File: config.mk
export PLATFORM = sky130hd
export DESIGN_NAME = pipe_mem_arbiter
export DESIGN_NICKNAME = d
export VERILOG_FILES = /design/src/rtl/pipe_mem_arbiter.sv
export SDC_FILE = /design/constraint.sdc
export NUM_CORES = 1
export LEC_CHECK = 0
export CELL_PAD_IN_SITES_DETAIL_PLACEMENT = 0
export CELL_PAD_IN_SITES_GLOBAL_PLACEMENT = 1
export CORE_UTILIZATION = 28
export DETAILED_ROUTE_END_ITERATION = 10
export GPL_TIMING_DRIVEN = 0
export PLACE_DENSITY = 0.77
export SYNTH_ARGS = -nofsm -noshare
export SYNTH_HDL_FRONTEND = slang
export SYNTH_SLANG_ARGS = --single-unit
File: constraint.sdc
create_clock -name clk -period 2 [get_ports clk]
set_clock_uncertainty 0.1 [all_clocks]
set_input_delay 0.3 -clock clk [delete_from_list [all_inputs] [get_ports clk]]
set_output_delay 0.3 -clock clk [all_outputs]
set_load 0.02 [all_outputs]
File: src/rtl/pipe_mem_arbiter.sv
// pipe_mem_arbiter: arbitrates one unified single-port RAM between the
// instruction-fetch port and the MEM-stage data port. Data accesses win over
// fetches. The pipeline is stalled (pipe_wen=0) until every pending request
// has a completion flag.
// Optional feature macro: ARB_STALL_CNT_EN enables the saturating stall counter;
// without it stall_cnt is tied to zero and no counter flops exist.
module pipe_mem_arbiter #(
   parameter int LATENCY = 2
) (
   input  logic        clk,
   input  logic        rst,
   input  logic        if_req,
   input  logic [15:0] if_addr,
   input  logic        mem_read,
   input  logic        mem_write,
   input  logic [15:0] mem_addr,
   input  logic [15:0] mem_wdata,
   input  logic [15:0] ram_rdata,
   output logic        ram_en,
   output logic        ram_wr,
   output logic [15:0] ram_addr,
   output logic [15:0] ram_wdata,
   output logic        if_valid,
   output logic [15:0] if_data,
   output logic        mem_valid,
   output logic [15:0] mem_rdata,
   output logic        pipe_wen,
   output logic [15:0] stall_cnt
);

   typedef enum logic [1:0] {IDLE, DATA_BUSY, FETCH_BUSY} state_t;

   localparam logic [3:0] CNT_LOAD = 4'(LATENCY - 1);

   state_t      state_q, state_d;
   logic [3:0]  cnt_q, cnt_d;
   logic        d_done_q, d_done_d;
   logic        i_done_q, i_done_d;
   logic        wr_q, wr_d;
   logic [15:0] addr_q, addr_d;
   logic [15:0] wdata_q, wdata_d;
   logic [15:0] if_data_q, if_data_d;
   logic [15:0] mem_rdata_q, mem_rdata_d;
   logic        d_fin, i_fin;
   logic        mem_req;

   assign mem_req  = mem_read | mem_write;
   assign pipe_wen = (state_q == IDLE) && (!mem_req || d_done_q) && (!if_req || i_done_q);

   // Next-state, access latching and completion-flag logic
   always_comb begin
      state_d     = state_q;
      cnt_d       = cnt_q;
      wr_d        = wr_q;
      addr_d      = addr_q;
      wdata_d     = wdata_q;
      if_data_d   = if_data_q;
      mem_rdata_d = mem_rdata_q;
      d_fin       = 1'b0;
      i_fin       = 1'b0;
      case (state_q)
         IDLE: begin
            if (mem_req && !d_done_q) begin
               state_d = DATA_BUSY;
               cnt_d   = CNT_LOAD;
               addr_d  = mem_addr;
               wdata_d = mem_wdata;
               wr_d    = mem_write;
            end else if (if_req && !i_done_q) begin
               state_d = FETCH_BUSY;
               cnt_d   = CNT_LOAD;
               addr_d  = if_addr;
               wr_d    = 1'b0;
            end
         end
         DATA_BUSY: begin
            if (cnt_q != 4'd0) begin
               cnt_d = cnt_q - 4'd1;
            end else begin
               state_d = IDLE;
               d_fin   = 1'b1;
               // Stores leave the load-data register untouched
               if (!wr_q) mem_rdata_d = ram_rdata;
            end
         end
         FETCH_BUSY: begin
            if (cnt_q != 4'd0) begin
               cnt_d = cnt_q - 4'd1;
            end else begin
               state_d   = IDLE;
               i_fin     = 1'b1;
               if_data_d = ram_rdata;
            end
         end
         default: state_d = IDLE;
      endcase
      // A flag survives only while its request is still held and the pipe is
      // stalled; a dropped request discards its completion.
      d_done_d = !pipe_wen && mem_req && (d_done_q || d_fin);
      i_done_d = !pipe_wen && if_req && (i_done_q || i_fin);
   end

   // State and datapath registers; reset also aborts an in-flight access
   always_ff @(posedge clk) begin
      if (rst) begin
         state_q     <= IDLE;
         cnt_q       <= 4'd0;
         d_done_q    <= 1'b0;
         i_done_q    <= 1'b0;
         wr_q        <= 1'b0;
         addr_q      <= 16'd0;
         wdata_q     <= 16'd0;
         if_data_q   <= 16'd0;
         mem_rdata_q <= 16'd0;
      end else begin
         state_q     <= state_d;
         cnt_q       <= cnt_d;
         d_done_q    <= d_done_d;
         i_done_q    <= i_done_d;
         wr_q        <= wr_d;
         addr_q      <= addr_d;
         wdata_q     <= wdata_d;
         if_data_q   <= if_data_d;
         mem_rdata_q <= mem_rdata_d;
      end
   end

   assign ram_en    = (state_q != IDLE);
   assign ram_wr    = (state_q == DATA_BUSY) && wr_q;
   assign ram_addr  = addr_q;
   assign ram_wdata = wdata_q;
   assign if_valid  = i_done_q;
   assign if_data   = if_data_q;
   assign mem_valid = d_done_q;
   assign mem_rdata = mem_rdata_q;

`ifdef ARB_STALL_CNT_EN
   logic [15:0] stall_q, stall_d;

   // Saturating count of stalled cycles
   always_comb begin
      stall_d = stall_q;
      if (!pipe_wen && (stall_q != 16'hFFFF)) stall_d = stall_q + 16'd1;
   end

   // Stall counter register
   always_ff @(posedge clk) begin
      if (rst) stall_q <= 16'd0;
      else     stall_q <= stall_d;
   end

   assign stall_cnt = stall_q;
`else
   assign stall_cnt = 16'd0;
`endif

endmodule

# [After elaboration in Yosys (flattened, before gate mapping)]
# Cells that the tools add are included.
[totals] latch_bits=0 memories=0 input_bits=69 output_inout_bits=85 rom_bits=0 ram_bits=0 register_bits=73
[op_classes] n_shift=0 bitwise_logic=3 n_mux=15 reduce_logical=30 n_div=0 add_sub_neg=1 n_lt_le_gt_ge=0 n_mul=0 n_eq_ne=5
[ops] op="two-way mux 16 bit" n=2
[ops] op="two-way mux 4 bit" n=3
[ops] op="logical AND 1 bit" n=9
[ops] op="one-hot mux 4 bit (2 select lines)" n=1
[ops] op="AND reduction 2 bit" n=4
[ops] op="two-way mux 2 bit" n=3
[ops] op="AND reduction 3 bit" n=2
[ops] op="nonzero test 2 bit" n=3
[ops] op="zero test 1 bit" n=5
[ops] op="two-way mux 1 bit" n=5
[ops] op="logical OR 1 bit" n=4
[ops] op="one-hot mux 2 bit (2 select lines)" n=1
[ops] op="nonzero test 4 bit" n=1
[ops] op="subtractor 4 x 1 -> 4 bit, second input constant" n=1
[ops] op="inequality test 3 x 1 -> 1 bit, second input constant" n=1
[ops] op="== test 2 x 1 -> 1 bit, second input constant" n=1
[ops] op="== test 2 bit, second input constant" n=1
[ops] op="zero test 2 bit" n=1
[ops] op="inequality test 2 x 1 -> 1 bit, second input constant" n=1
[ops] op="inequality test 2 bit, second input constant" n=1
[ops] op="NOT 1 bit" n=2
[ops] op="OR reduction 2 bit" n=1
[ops] op="bitwise OR 1 bit" n=1

# [Logic depth before layout (Yosys ltp)]
[logic_depth] word_depth=8 mapped_depth=8 ltp_nobuf=6

# [Least setup slack after synthesis]
# No wires, ideal clock.
[synth_path] kind="flip-flop to flip-flop" startpoint="register state_q[0]" endpoint="register cnt_q[1]" path_buffers=0 t_required_ns=1.830 path_stages_with_launch=6 arrival_time_ns=1.628 path_slack_ns=0.201 path_cell_list="dfxtp_1 -> inv_1 -> ha_1 -> mux2_4 -> or4b_1 -> a21oi_1"
[synth_between] elab_chain_len=4 word_cells_on_any_way=9 cone_classes="eq/ne (4); mux (1); reduce/logical (4)"
[synth_lines] item="start, declared" line="35" text="state_t state_q, state_d;"
[synth_lines] item="start signal, assigned" line="116" text="state_q <= state_d;"
[synth_lines] item="== test 2 x 1 -> 1 bit / == test 2 bit (equally long branches)" line="61" text="case (state_q)"
[synth_lines] item="OR reduction 2 bit (no line)"
[synth_lines] item="inequality test 2 x 1 -> 1 bit (no line) / nonzero test 2 bit (equally long branches)"
[synth_lines] item="AND reduction 3 bit (no line)"
[synth_lines] item="end signal, assigned" line="117" text="cnt_q <= cnt_d;"
[synth_lines] item="end, declared" line="36" text="logic [3:0] cnt_q, cnt_d;"
# Parallel ways exist; a longest one is shown, timed or not.
# A chain may end at the register's enable or synchronous reset.

# [Worst setup path after layout]
[layout_path] startpoint="register state_q[0]" endpoint="output ram_en"
[layout_between] elab_chain_len=1
[layout_lines] item="nonzero test 2 bit" line="128" text="assign ram_en = (state_q != IDLE);"
[layout_lines] item="end, declared" line="19" text="output logic ram_en,"
# Every way passes these cells.

==> flow_metrics.py <==
metrics = {
    "status": {
        "status": "complete, no violations",
    },
    "final_layout": {
        "post-route-util_pct": 46.8,
        "area_growth_pct": 61.5,
        "nets": 595,
        "fillers": 1048,
        "antenna_cells": 0,
        "final_area_um2": 4850,
        "layout-drive-gt1-share_pct": 10.5,
    },
    "clock_network": {
        "clk_transition_reported_paths_ns": 0.07,
        "cts_tree": "done",
        "numClockSinks": 73,
        "clk_latency_ns": 0.34,
        "cts_buffer_depth": 2,
        "numCtsBuffers": 9,
        "htreeDepth": 3,
        "cts-root-buf": "clkbuf_8",
        "postCtsHoldBufs": 0,
    },
    "grt": {
        "grt-ovfl-total": 0,
        "grt_pass1_wl_mm": 14.0,
        "grt_max_degree": 13,
        "grt_usage_pct": 16.1,
        "grt_pass1_vias": 2912,
        "grt_antenna_before_repair": 0,
    },
    "sta": {
        "maxSlewViolCount": 0,
        "finalCriticalPeriod_ns": 1.91,
        "final.setup.tns_ns": 0,
        "finalSetupViolations": 0,
        "fmax_mhz": 523,
        "rsz0062_at_grt": "no",
        "timing.final.ws_setup_ns": 0.0887,
        "min_period_over_period_pct": 95.6,
        "timing.hold.ws_ns": 0.349,
        "hold_viol": 0,
        "relSlewSlack_pct": 65.1,
        "tightest_slew_ns": 0.523,
    },
    "routing": {
        "drc_errors": 0,
        "drt-pass1-iter-count": 4,
        "wl_per_cell_um": 13.2,
        "vias": 2951,
        "drt-initial-drc-count": 65,
        "wl_mm": 8.75,
        "postRouteAntennaNets": 0,
        "viasPerCell": 4.46,
    },
    "power": {
        "pwr_density_cell_nw_per_um2": 1320,
        "p_leak_nw": 1.86,
        "ir_worst_vdd_mv": 0.606,
    },
    "critical_path": {
        "path_buf_inv": 3,
        "cp-end-kind": "output port",
        "cpMaxStageDelayCell": "dlygate4sd2_1",
        "worst-setup-path-type": "reg2out",
        "start_kind": "flip-flop",
        "cpMostUsedCell": "inv_1",
        "crit_family": "buffers and inverters",
        "crit_chain": "inv_1 > ha_4 > inv_1 > dlygate4sd2_1",
        "cp.required_ns": 1.60,
        "max_stage_delay_ns": 0.37,
        "crit_arrival_ns": 1.51,
        "cp_max_fo": 5,
    },
    "floorplanning": {
        "die_h_um": 106,
        "start_util_pct": 29.0,
        "die_w_um": 106,
        "io_pins": 154,
        "num_rows": 37,
        "dieArea_um2": 11200,
        "coreArea_um2": 10400,
    },
    "yosys": {
        "syn_inst": 359,
        "post-synth-top-area-fraction_pct": 48.6,
        "syn_avg_cell_area_um2": 8.37,
        "ys_async_sr_fraction_pct": 0,
        "synth_cell_types": 34,
        "synthTopCellsByArea": "dfxtp_1 49%, nand2_1 12%, a21oi_1 9.3%",
        "synth_flop_cell": "dfxtp_1",
        "synth_area_um2": 3010,
        "yosys_warnings": 0,
        "synth_seq_area_share_pct": 48.6,
        "synth_edf_count": 0,
        "ys_seq_elements": 73,
        "synth_top_area_cell": "dfxtp_1",
    },
    "placed_design": {
        "post-dp-hpwl_mm": 6.59,
        "dp_slack_ns": -0.507,
        "port_buffers": 136,
        "place_congestion": 0.737,
        "placed_cell_area_um2": 4590,
    },
    "job": {
        "timing.max_cap.violations": 0,
    },
    "worst_hold_path": {
        "hold_class": "in2reg",
    },
}
routing by layer:
metal  routed length (um)  vias up  share of wire, %  track usage (%)
met5                    0        -                 0                0
met4                  164        0               1.9             7.04
met3                  896       11                10             6.49
met2                 3700      135                42             25.5
met1                 3990     1314                46             19.1
li1                     -     1491                 -                -
cells by family (layout without fill, tap and decap cells):
| logic type | Yosys count | count (layout) | share of synthesized area (%) |
|---|---|---|---|
| AND/OR/NAND/NOR | 137 | 137 | 19.4 |
| multiplexers | 17 | 17 | 5.83 |
| other | 1 | 16 | 0.125 |
| AO/OA/AOI/OAI | 82 | 82 | 15.7 |
| flip-flops | 73 | 73 | 48.6 |
| buffers and inverters | 44 | 195 | 8.20 |
| adder cells (fa/ha/maj) | 5 | 5 | 2.08 |
synthesized netlist by cell type (all sizes together), types with 2 or more instances:
library cell / count
a21oi: 57
nor2b: 2
mux2i: 16
a211oi: 16
or4b: 2
inv: 5
nand2b: 3
ha: 5
o21ai: 5
or3: 2
buf: 28
clkbuf: 11
and2: 2
o31ai: 2
dfxtp: 73
nand2: 99
nor2: 18
cell type report:
cell class                      count  area (um2)  area share, %
Buffer                             38         238           4.90
Timing Repair Buffer              137        1360           28.1
Tap cell                          136         170           3.51
Clock inverter                      5        80.1           1.65
Inverter                            5        18.8          0.387
Clock buffer                       10         138           2.84
Multi-Input combinational cell    257        1380           28.5
Sequential cell                    73        1460           30.1
power breakdown:
group	internal, W	switching (W)	total (W)
Sequential	0.00185	0.000225	0.00207
Clock	0.000727	0.000557	0.00128
Combinational	0.00138	0.00168	0.00306
Total	0.00395	0.00247	0.00642
metrics by stage:
step	cells	power (W)
after floorplan	374	0.00384
after global placement	646	0.00505
after detailed placement	646	0.00509
after CTS	661	0.00642
after global routing	661	0.00687
final	661	0.00642
repair_timing:
item,4_1_cts,5_1_grt
resized for setup,9,12
hold endpoints to repair,0,0
endpoints found under the setup margin,23,34
setup buffers,0,1
pin swaps,1,1
placed cells by master (no fill, tap or decap), types with 2 or more instances in the layout:
cell / instances
bufinv_16: 2
clkinvlp_4: 2
nand2_1: 98
conb_1: 16
buf_4: 20
buf_6: 2
or3_1: 2
or4b_1: 2
nor2b_1: 2
nor2_1: 17
o21ai_0: 5
inv_1: 5
clkbuf_1: 9
ha_1: 4
clkbuf_8: 10
mux2i_1: 16
nand2b_1: 3
buf_2: 7
dfxtp_1: 72
a211oi_1: 16
a21oi_1: 56
o31ai_1: 2
and2_1: 2
clkdlybuf4s50_1: 133
registers in the layout, summed over array words and instances, names as in the netlist:
name	cells
cnt_q	4
if_data	16
if_valid	1
mem_rdata	16
mem_valid	1
ram_addr	16
ram_wdata	16
state_q	2
wr_q	1
worst paths after layout:
check | cells after the start | slack [ns] | start | endpoint
worst max-delay path | 4 | 0.09 | state_q[0]$_SDFFE_PP0P_ | ram_en
worst min-delay path | 2 | 0.35 | rst | ram_addr[15]$_SDFFE_PP0P_
worst max register to register | 6 | 0.12 | cnt_q[0]$_SDFFE_PP0P_ | cnt_q[1]$_SDFFE_PP0P_
worst min register to register | 2 | 0.36 | mem_rdata[14]$_SDFFE_PP0P_ | mem_rdata[14]$_SDFFE_PP0P_
(Power assumes the default switching activity.)
==> patch 1: new RTL, same settings <==
Encoding of `state_t`: now one-hot (3 bits for 3 states).
--- a/src/rtl/pipe_mem_arbiter.sv
+++ b/src/rtl/pipe_mem_arbiter.sv
@@ -29,5 +29,5 @@
 );
 
-   typedef enum logic [1:0] {IDLE, DATA_BUSY, FETCH_BUSY} state_t;
+   typedef enum logic [2:0] {IDLE = 3'b001, DATA_BUSY = 3'b010, FETCH_BUSY = 3'b100} state_t;
 
    localparam logic [3:0] CNT_LOAD = 4'(LATENCY - 1);
Formal check against the unedited RTL: same outputs for any inputs over 10 cycles, from zero or initial values and one cycle with rst high; not proved beyond that.
==> patch 1 against the original RTL <==
The run now ends with negative setup slack left; sequential cell count increased by 1; hold slack improved by 12 ps; routed wire length decreased by 2.1%; synthesized area increased by 3.5%; worst setup slack got worse by 96 ps; non-clock buffer count increased by 11; cell area increased by 5.1%; highest routed layer unchanged.
Power is not compared: it rests on default switching activity, and its combinational part moved more than twofold at a synthesized area within 25%.
==> patch 1: results (changes against the original RTL) <==
GRT met2 Usage 0.248 (was 0.255); Post-Place Worst Slack -562 ps (was -507 ps); status finished with violations (was completed); first-pass GRT wire length 13000 um (was 14000 um); synth top area cells dfxtp_1 48%, mux2i_1 15%, nor2_1 6.5% (was dfxtp_1 49%, nand2_1 12%, a21oi_1 9.3%); Final Power between 4 and 5 mW; CP startpoint state_q[2]$_SDFFE_PP0P_ (was state_q[0]$_SDFFE_PP0P_); Data arrival, critical path 1610 ps (was 1510 ps); Antenna diodes 0 (unchanged); PortBufs 137 (was 136); TritonCTS Buffers 9 (unchanged); grt met3 use 0.0587 (was 0.0649); compound-gate portion of the synthesized area 0.117 (was 0.157); RePlAce Congestion 0.723 (was 0.737); Netlist cell types 37 (was 34); dominant synthesized flop cell dfxtp_1 (unchanged); worst-path maximum fanout 6 (was 5); Hold EP ram_wdata[4]$_SDFFE_PP0P_ (was ram_addr[15]$_SDFFE_PP0P_); Synth Area in XOR/XNOR 0.00282 (was 0); layout cells sized above 1 0.176 (was 0.105); Crit path max-delay family simple AND/OR/NAND/NOR gates (was buffers and inverters); failing checks negative setup slack; met3 wire length 869 um (was 896 um); CP max stage cell or3b_1 (was dlygate4sd2_1); vias in the first global route 2699 (was 2912); metal1 wirelength 3630 um (was 3990 um); largest net degree at the start of global routing 14 (was 13); Avg WL per Cell 13.4 um (was 13.2 um); min-delay src ram_wdata[4]$_SDFFE_PP0P_ (was rst); Tot GR Track Use 0.147 (was 0.161); busiest layer in global routing met2 (unchanged); max incr delay on CP 390 ps (was 370 ps); nets@finish 566 (was 595); relative max-transition margin 0.581 (was 0.651); sw power 1.29 mW; Synth top cells by count 74 x dfxtp_1, 54 x nor2_1, 48 x mux2i_1, 36 x nand2_1, 20 x buf_4 (was 99 x nand2_1, 73 x dfxtp_1, 56 x a21oi_1, 19 x buf_4, 17 x nor2_1); Hold Path Class register to register (was input pin to register); Fin Hold WS 361 ps (was 349 ps); register area share after synthesis 0.476 (was 0.486); grt met1 use 0.168 (was 0.191); seq pwr 1.69 mW; Worst Reg2Reg Path Length in Cells 8 (was 6); 1st-iter DRT viols 69 (was 65); mux cell area share after synthesis 0.155 (was 0.0583); FF-to-FF setup slack 60 ps (was 120 ps); Finish-stage setup viols 1 (was 0); CP endpoint pipe_wen (was ram_en); Clk pin slew, worst setup/hold paths around 80 ps; Synth Area in Adders 0.00402 (was 0.0208); worst reg2reg endpoint mem_rdata[5]$_SDFFE_PP0P_ (was cnt_q[1]$_SDFFE_PP0P_); met2 WL 3980 um (was 3700 um); Detailed Place HPWL 6120 um (was 6590 um); Vias per Instance 4.33 (was 4.46); async set or reset register ratio after synthesis 0 (unchanged); Final Worst Setup Slack -7.08 ps (was 88.7 ps)
-- patch 1: what timing repair did --
item,CTS,global route
cloned,0,1
setup buffers,3,8
resized for setup,22,13
pin swaps,0,1
endpoints found under the setup margin,23,28
-- patch 1: area by class of cell --
type,instances,area (um^2)
Fill cell,1032,5740
Sequential cell,74,1490
Timing Repair Buffer,149,1490
Multi-Input combinational cell,221,1440
Buffer,37,294
Tap cell,140,175
Clock buffer,9,124
Clock inverter,7,70.1
Inverter,4,17.5
-- patch 1: stage by stage --
| stage | instances | TNS [ps] | instance area (um^2) |
|---|---|---|---|
| after floorplan | 336 | 0 | 3170 |
| after global placement | 613 | -6220 | 4710 |
| after detailed placement | 613 | -7620 | 4710 |
| after CTS | 632 | -50.3 | 4970 |
| after global routing | 641 | -68.8 | 5100 |
| final | 641 | -7.08 | 5100 |
==> patch 2: new RTL, config.mk and constraints unchanged <==
Made on the original files. Add a define of `ARB_STALL_CNT_EN`.
--- a/src/rtl/pipe_mem_arbiter.sv
+++ b/src/rtl/pipe_mem_arbiter.sv
@@ -5,4 +5,6 @@
 // Optional feature macro: ARB_STALL_CNT_EN enables the saturating stall counter;
 // without it stall_cnt is tied to zero and no counter flops exist.
+`define ARB_STALL_CNT_EN
+
 module pipe_mem_arbiter #(
    parameter int LATENCY = 2
Behaviour: not the same (Yosys sat finds a counterexample within 4 cycles, from zero or initial values and one cycle with rst high).
==> patch 2 against the original RTL <==
Critical path depth rose by 1; count of clock-buffer cells in the layout unchanged; first-iteration DRC count increased by 140%; critical endpoint is now stall_cnt[9]$_SDFFE_PP0P_; global-route usage increased by 1.1 points; sequential cell count grew 16; power grew 16%; via count up 31%; routed wire length increased by 35%; sequential power grew 18%; cell area up 23%; synthesized area rose by 23%; highest routed layer unchanged; worst setup slack worse by 23 ps.
==> patch 2: results (changes against the original RTL) <==
1st-iter DRT viols 155 (was 65); Cells after DPL 786 (was 646); Routed WL 11800 um (was 8750 um); nets@finish 708 (was 595); slew at the pin closest to its max-slew limit 548 ps (was 523 ps); fmax 0.517 GHz (was 0.523 GHz); TritonCTS Buffers 9 (unchanged); FF-to-FF setup slack 70 ps (was 120 ps); Tot GR Track Use 0.172 (was 0.161); Int Pwr 4.67 mW (was 3.95 mW); Vias per Instance 4.78 (was 4.46); Post-Place Worst Slack -1120 ps (was -507 ps); largest net degree at the start of global routing 17 (was 13); CP startpoint mem_valid$_SDFF_PP0_ (was state_q[0]$_SDFFE_PP0P_); Netlist cell types 45 (was 34); max incr delay on CP 500 ps (was 370 ps); DRT Pass-1 Iters 4 (unchanged); worst-path maximum fanout 9 (was 5); vias in the first global route 3737 (was 2912); Avg WL per Cell 14.6 um (was 13.2 um); PortBufs 153 (was 136); RePlAce Congestion 0.780 (was 0.737); CP max stage cell or4_4 (was dlygate4sd2_1); Critical Path Sink Type register (was output pin); clock root buffer clkbuf_16 (was clkbuf_8); register area share after synthesis 0.483 (was 0.486); initial antenna violation count 0 (unchanged); post-synthesis cell count 461 (was 359); Worst VDD drop 663 uV (was 606 uV); Synth top cells by count 138 x nand2_1, 89 x dfxtp_1, 67 x a21oi_1, 22 x nor2_1, 18 x a311oi_1 (was 99 x nand2_1, 73 x dfxtp_1, 56 x a21oi_1, 19 x buf_4, 17 x nor2_1); Lkg Pwr 2.16 nW (was 1.86 nW); layout cells sized above 1 0.121 (was 0.105); status completed (unchanged); Detailed Place HPWL 8670 um (was 6590 um); Worst Reg2Reg Path Length in Cells 5 (was 6); synth top area cells dfxtp_1 48%, nand2_1 14%, a21oi_1 9.1% (was dfxtp_1 49%, nand2_1 12%, a21oi_1 9.3%)
-- patch 2: changes by cell type after synthesis, sizes merged, moves of 6 or more --
cell / delta
nand2: +39
a311oi: +18
dfxtp: +16
mux2i: -16
a211oi: -15
buf: -15
a21oi: +11
or4: +9
o31ai: +7
clkbuf: +6
inv: +6
-- patch 2: worst min-delay path by stage --
stage | slack [ps] | endpoint | cells past startpoint
finish | 230 | if_valid$_SDFF_PP0_ | 3
global route | 240 | if_valid$_SDFF_PP0_ | 3
global placement | 340 | ram_wdata[1]$_SDFFE_PP0P_ | 2
floorplan | 340 | wr_q$_SDFFE_PP0P_ | 2
detailed placement | 350 | ram_wdata[6]$_SDFFE_PP0P_ | 2
CTS | 310 | wr_q$_SDFFE_PP0P_ | 3
-- patch 2: logic make-up (layout without fill, tap and decap cells) --
group / count (synthesis) / in the layout / share of synthesized area
adders and majority gates: 5 / 5 / 0.0170
muxes: 3 / 3 / 0.00916
AOI/OAI and AO/OA: 113 / 113 / 0.186
buffers and inverters: 41 / 218 / 0.0465
DFF: 89 / 89 / 0.483
and+or+nand+nor: 210 / 210 / 0.258
-- patch 2: power by group through the flow --
stage	Clock, mW	Sequential [mW]	Combinational, mW
CTS	1.73	2.45	3.21
detailed placement	0	2.47	3.08
global placement	0	2.46	3.05
floorplan	0	2.88	1.33
finish	1.69	2.45	3.31
global route	1.80	2.51	3.63
-- patch 2: per-layer routing --
layer	wire length, um	GRT usage
met1	5180	0.211
met2	5530	0.280
met3	955	0.0519
met4	136	0.0684
met5	0	0
-- patch 2: tightest hold or removal path, stage by stage --
cell and delay (ps):
dlymetal6s2s_1 170, o21ai_0 100, nor3_1 50
-- patch 2: timing repair --
action                     4_1_cts  5_1_grt
buffers inserted                 1       12
pin swaps                        1        4
setup endpoints to repair       69       55
gates resized for setup         34       33
-- patch 2: final cells by class --
cell class / count / area [um^2]
well taps: 172 / 215
fillers: 1322 / 6770
inverters: 11 / 46.3
clock inverters: 5 / 56.3
repair buffers: 166 / 1620
flip-flops and latches: 89 / 1790
multi-input cells: 331 / 1830
clock buffers: 10 / 239
plain buffers: 26 / 156
-- patch 2: per-stage QoR --
step | hold WS, ps | TNS, ps | area (um^2)
global placement | 342 | -27120 | 5430
detailed placement | 346 | -29440 | 5430
CTS | 315 | -87.1 | 5820
floorplan | 336 | 0 | 3690
global route | 239 | -16.5 | 5950
finish | 229 | 0 | 5950
